==> config.mk <==
export PLATFORM = sky130hd
export DESIGN_NAME = baudrate_frac
export DESIGN_NICKNAME = d
export VERILOG_FILES = /design/src/rtl/baud_pkg.sv /design/src/rtl/baud_frac_div.sv /design/src/rtl/baudrate_frac.sv
export SDC_FILE = /design/constraint.sdc
export NUM_CORES = 1
export LEC_CHECK = 0
export CAP_MARGIN = 20
export CORE_MARGIN = 1
export CORE_UTILIZATION = 30
export CTS_BUF_LIST = sky130_fd_sc_hd__clkbuf_2 sky130_fd_sc_hd__clkbuf_4 sky130_fd_sc_hd__clkbuf_8
export DETAILED_ROUTE_END_ITERATION = 10
export PLACE_DENSITY = 0.46
export SKIP_LAST_GASP = 1
export SYNTH_ARGS = -nofsm -noshare
export SYNTH_HDL_FRONTEND = slang
export SYNTH_HIERARCHICAL = 1
export SYNTH_SLANG_ARGS = --single-unit
export TNS_END_PERCENT = 5
==> constraint.sdc <==
create_clock -name clk_50m -period 6.01 [get_ports clk_50m]
set_input_delay 0.9015 -clock clk_50m [delete_from_list [all_inputs] [get_ports clk_50m]]
set_output_delay 0.9015 -clock clk_50m [all_outputs]
set_load 0.1 [all_outputs]
==> src/rtl/baud_pkg.sv <==
// baud_pkg: default constants and helpers shared by the fractional baud generator
package baud_pkg;
    localparam int CLK_HZ = 50_000_000;
    localparam int BAUD = 9600;
    localparam int OVERSAMPLE = 16;
    localparam int RESET_DIV_INT = CLK_HZ / (BAUD * OVERSAMPLE);
    localparam int RESET_DIV_FRAC = ((CLK_HZ * 16) / (BAUD * OVERSAMPLE)) % 16;

    function automatic int div_clamp(input int v);
        return (v < 1) ? 1 : v;
    endfunction
endpackage

==> src/rtl/baud_frac_div.sv <==
// baud_frac_div: integer+fraction down-counter producing the oversample tick
module baud_frac_div #(
    parameter int INT_W = 16,
    parameter int FRAC_W = 4
) (
    input  logic              clk_50m,
    input  logic              rst_n,
    input  logic              en,
    input  logic              resync,
    input  logic              facc_clr,
    input  logic [INT_W-1:0]  div_int,
    input  logic [FRAC_W-1:0] div_frac,
    output logic              tick
);
    logic [INT_W-1:0]  rx_cnt;
    logic [FRAC_W-1:0] facc;
    logic [FRAC_W:0]   sum;
    logic              carry;

    assign tick = rst_n & en & ~resync & (rx_cnt == '0);

    // a fresh divisor pair starts its fraction sequence from zero
    always_comb begin
        sum = {1'b0, (facc_clr ? '0 : facc)} + {1'b0, div_frac};
        carry = sum[FRAC_W];
    end

    always_ff @(posedge clk_50m) begin
        if (!rst_n || !en) begin
            rx_cnt <= '0;
            facc <= '0;
        end else if (resync) begin
            rx_cnt <= div_int - INT_W'(1);
            facc <= '0;
        end else if (tick) begin
            rx_cnt <= div_int - INT_W'(!carry);
            facc <= sum[FRAC_W-1:0];
        end else begin
            rx_cnt <= rx_cnt - INT_W'(1);
        end
    end
endmodule

==> src/rtl/baudrate_frac.sv <==
// baudrate_frac: fractional-N rx oversample / tx bit tick generator with runtime divisor
module baudrate_frac #(
    parameter int INT_W = 16,
    parameter int FRAC_W = 4,
    parameter int OVERSAMPLE = baud_pkg::OVERSAMPLE,
    parameter int RESET_DIV_INT = baud_pkg::RESET_DIV_INT,
    parameter int RESET_DIV_FRAC = baud_pkg::RESET_DIV_FRAC
) (
    input  logic              clk_50m,
    input  logic              rst_n,
    input  logic              en,
    input  logic [INT_W-1:0]  cfg_div_int,
    input  logic [FRAC_W-1:0] cfg_div_frac,
    input  logic              cfg_valid,
    output logic              cfg_ready,
    input  logic              rx_resync,
    output logic              Rxclk_en,
    output logic              Txclk_en
);
    import baud_pkg::*;

    localparam int OS_W = $clog2(OVERSAMPLE);

    logic [INT_W-1:0]  act_int, pend_int, sel_int;
    logic [FRAC_W-1:0] act_frac, pend_frac, sel_frac;
    logic [OS_W-1:0]   os_cnt;
    logic              pend, rx_tick, apply;

    assign cfg_ready = ~pend;
    assign Rxclk_en = rx_tick;
    assign Txclk_en = rx_tick & (os_cnt == '0);
    // pending pair takes over on a bit boundary, a resync, or at once while idle
    assign apply = pend & (~en | rx_resync | Txclk_en);
    assign sel_int = apply ? pend_int : act_int;
    assign sel_frac = apply ? pend_frac : act_frac;

    baud_frac_div #(.INT_W(INT_W), .FRAC_W(FRAC_W)) u_div (
        .clk_50m  (clk_50m),
        .rst_n    (rst_n),
        .en       (en),
        .resync   (rx_resync),
        .facc_clr (apply),
        .div_int  (sel_int),
        .div_frac (sel_frac),
        .tick     (rx_tick)
    );

    always_ff @(posedge clk_50m) begin
        if (!rst_n) begin
            act_int <= INT_W'(RESET_DIV_INT);
            act_frac <= FRAC_W'(RESET_DIV_FRAC);
            pend_int <= INT_W'(RESET_DIV_INT);
            pend_frac <= FRAC_W'(RESET_DIV_FRAC);
            pend <= 1'b0;
            os_cnt <= '0;
        end else begin
            if (cfg_valid && !pend) begin
                pend <= 1'b1;
                pend_int <= INT_W'(div_clamp(int'(cfg_div_int)));
                pend_frac <= cfg_div_frac;
            end else if (apply) begin
                pend <= 1'b0;
                act_int <= pend_int;
                act_frac <= pend_frac;
            end
            os_cnt <= (!en || rx_resync) ? '0 :
                      !rx_tick ? os_cnt :
                      (os_cnt == OS_W'(OVERSAMPLE - 1)) ? '0 : os_cnt + OS_W'(1);
        end
    end
endmodule

==> flow_summary.toml <==
[status]
status = "finished, final reports clean"

[clock_tree]
cts_hold_buf = 0
clk_path_buf_depth = 2
clock_latency_ps = 370
clock_sinks = 65
cts_tree = "done"
cts_made_buffers = 9
cts_root_buf = "clkbuf_8"
clk_pin_slew_ps = 70
cts_resized = 0
htreeDepth = 3
post-cts-setup-buffers = 0

[grt]
grt_pass1_wl_um = 16700
antenna_found_initial = 0
grtUsageTotal_pct = 16.3
first_global_vias = 3365
grt_overflow = 0
grt_max_degree = 66

[yosys]
syn_nets = 505
ys_types = 56
synth_area_per_cell_um2 = 8.31
yosysSeqAreaShare_pct = 33.4
synth_edf_count = 0
dominantRegCellSynth = "dfxtp_1"
ys_warn_count = 6
async_flop_share_pct = 0
synth_cells = 469
syn_area_um2 = 3900
synth-seq-cells = 65

[die]
dieArea_um2 = 13400
initial_utilization_pct = 30.9
fp-row-count = 41
die_h_um = 116
dieWidth_um = 116
core_um2 = 12600
io_pins = 28

[power]
p_per_area_nw_per_um2 = 232
p_leak_uw = 0.00161
peakVddDrop_mv = 0.0841

[sta]
period_share_pct = 86.6
final.setup.tns_ps = 0
clock_skew_ps = 14.2
rsz0062_at_grt = "no"
slew_violations = 0
post-route-min-period_ps = 5210
slew_headroom_pct = 35.8
hold_viol = 0
setup_violations = 0
tightest_slew_ps = 960
max_freq_mhz = 192
hold_ws_ps = 448
fin_ws_ps = 803

[setup_path]
path_class = "in -> reg"
crit_chain = "clkdlybuf4s50_1 > nand3b_1 > or2_1 > or2_1 > inv_6 > nand4bb_1 > a21oi_4 > mux2_2 > ha_1 > inv_1 > fa_1 > inv_1 > a21o_1 > a21oi_1 > ha_1 > nor2b_1 > nand3_1 > xnor2_1 > nand2_2 > a311oi_2"
cp_slowest_cell = "clkdlybuf4s50_1"
path_delay_family = "simple AND/OR/NAND/NOR gates"
cpPeakStageDelay_ps = 540
startpoint_type = "primary input"
arrival_ps = 5470
cp-end-kind = "register"
critical_path.max_fanout = 18
cp_data_required_time_ps = 6270
crit_start = "en"
path_buf_inv = 4
rr_startpoint = "u_div/rx_cnt[12]$_SDFF_PP0_"

[place]
pre_cts_ws_ps = 451
dpl_cell_area_um2 = 4290
port_buffers = 27
dpl.hpwl_um = 7280
gp_congestion = 0.898

[route]
vias = 3279
postRouteWirelength_um = 9810
drc = 0
postRouteAntennaNets = 0
via_per_inst = 4.92
routedWlPerCell_um = 14.7
dr.pass1.iters = 4
drtIter0Drc = 145

[cells_and_area]
fillers = 1363
drive_gt1_share_pct = 11.1
post-route-util_pct = 35.5
final_common_cell = "nand2_1"
design_area_um2 = 4490
final_cell_mix = "98 x nand2_1, 65 x dfxtp_1, 24 x clkdlybuf4s50_1, 21 x mux2i_1, 21 x nand3_1"
num_antenna_cells = 0
fin_nets = 526
area_delta_synth_final_pct = 15.1

[worst_hold_path]
holdCritStartpoint = "u_div/facc[2]$_SDFFE_PP0P_"
worstHoldPathType = "reg -> reg"

[run]
drv_cap = 0
final cells by class:
class	instances	area, µm²	area share (%)
multi-input combinational	363	2380	53.1
sequential	65	1300	29.0
timing repair buffer	36	328	7.31
tap	172	215	4.80
clock buffer	10	131	2.93
clock inverter	6	67.6	1.51
inverter	15	61.3	1.37
power breakdown:
group / switching [µW] / internal, µW
Combinational: 106 / 81.0
Sequential: 15.5 / 449
Clock: 191 / 198
cell usage after synthesis (all sizes together) (2+ instances only):
library cell  number  area share, %
and3               3           0.48
mux2i             21            5.4
a21o               4           0.77
nor2b             17            2.7
nor3b              2           0.51
dfxtp             65             33
ha                10            3.2
xor2              18            4.0
xnor2             20            4.5
nand4              7            1.1
a21boi            17            3.3
inv               15            1.6
buf               12            2.6
nand3b             2           0.39
nand3             21            2.7
o32ai              2           0.45
nor2              17            1.6
nor4              11            1.8
o31a               2           0.45
nor3              14            1.9
a31oi              3           0.48
o21ai              5           0.64
or2                2           0.32
o221ai             2           0.45
or4                3           0.67
mux2              20            5.8
or3                2           0.32
a22oi              2           0.39
nand2             99            9.6
nand2b             4           0.64
clkbuf            14            1.3
a21oi             16            2.3
o211ai             4           0.77
logic make-up after synthesis:
logic type	after synthesis	synth area share [%]
AO/OA/AOI/OAI	65	11.9
adder cells (fa/ha/maj)	11	3.73
AND/OR/NAND/NOR	208	25.8
buffers and inverters	41	5.49
XOR/XNOR	38	8.54
multiplexers	41	11.2
flip-flops	65	33.4
through the flow:
stage | power [µW] | instances
2_1_floorplan | 605 | 469
3_3_place_gp | 661 | 650
3_5_place_dp | 663 | 651
4_1_cts | 1060 | 667
5_1_grt | 1100 | 667
6_report | 1040 | 667
worst reg2reg max path, stage by stage (launching register included):
cell and delay, ps:
dfxtp_1 380, or4_4 530, or2_1 260, or2_1 280, inv_6 170, nand4bb_1 230, a21oi_4 470, mux2_2 400
ha_1 210, inv_1 70, fa_1 200, inv_1 50, a21o_1 170, a21oi_1 160, ha_1 220, nor2b_1 400
nand3_1 160, xnor2_1 180, nand2_2 70, a311oi_2 240
per-layer routing:
| layer | GRT usage (%) | vias up | share of wire, % |
|---|---|---|---|
| li1 | - | 1660 | - |
| met1 | 20.1 | 1557 | 47 |
| met4 | 8.72 | 0 | 2.8 |
| met5 | 0 | - | 0 |
| met3 | 2.62 | 17 | 3.0 |
| met2 | 27.3 | 45 | 47 |
state kept, by name (all words and copies together) (netlist names):
name          flops
u_div/facc        4
pend_frac         4
act_int          16
os_cnt            4
pend_int         16
u_div/rx_cnt     16
act_frac          4
pend              1
final timing paths:
kind | slack [ps] | depth (start not counted) | to
worst max-delay path | 800 | 20 | u_div/rx_cnt[7]$_SDFF_PP0_
worst min-delay path | 450 | 2 | u_div/facc[2]$_SDFFE_PP0P_
worst max register to register | 1090 | 19 | u_div/rx_cnt[7]$_SDFF_PP0_
worst min register to register | 450 | 2 | u_div/facc[2]$_SDFFE_PP0P_
Power figures use the tool's default switching activity.
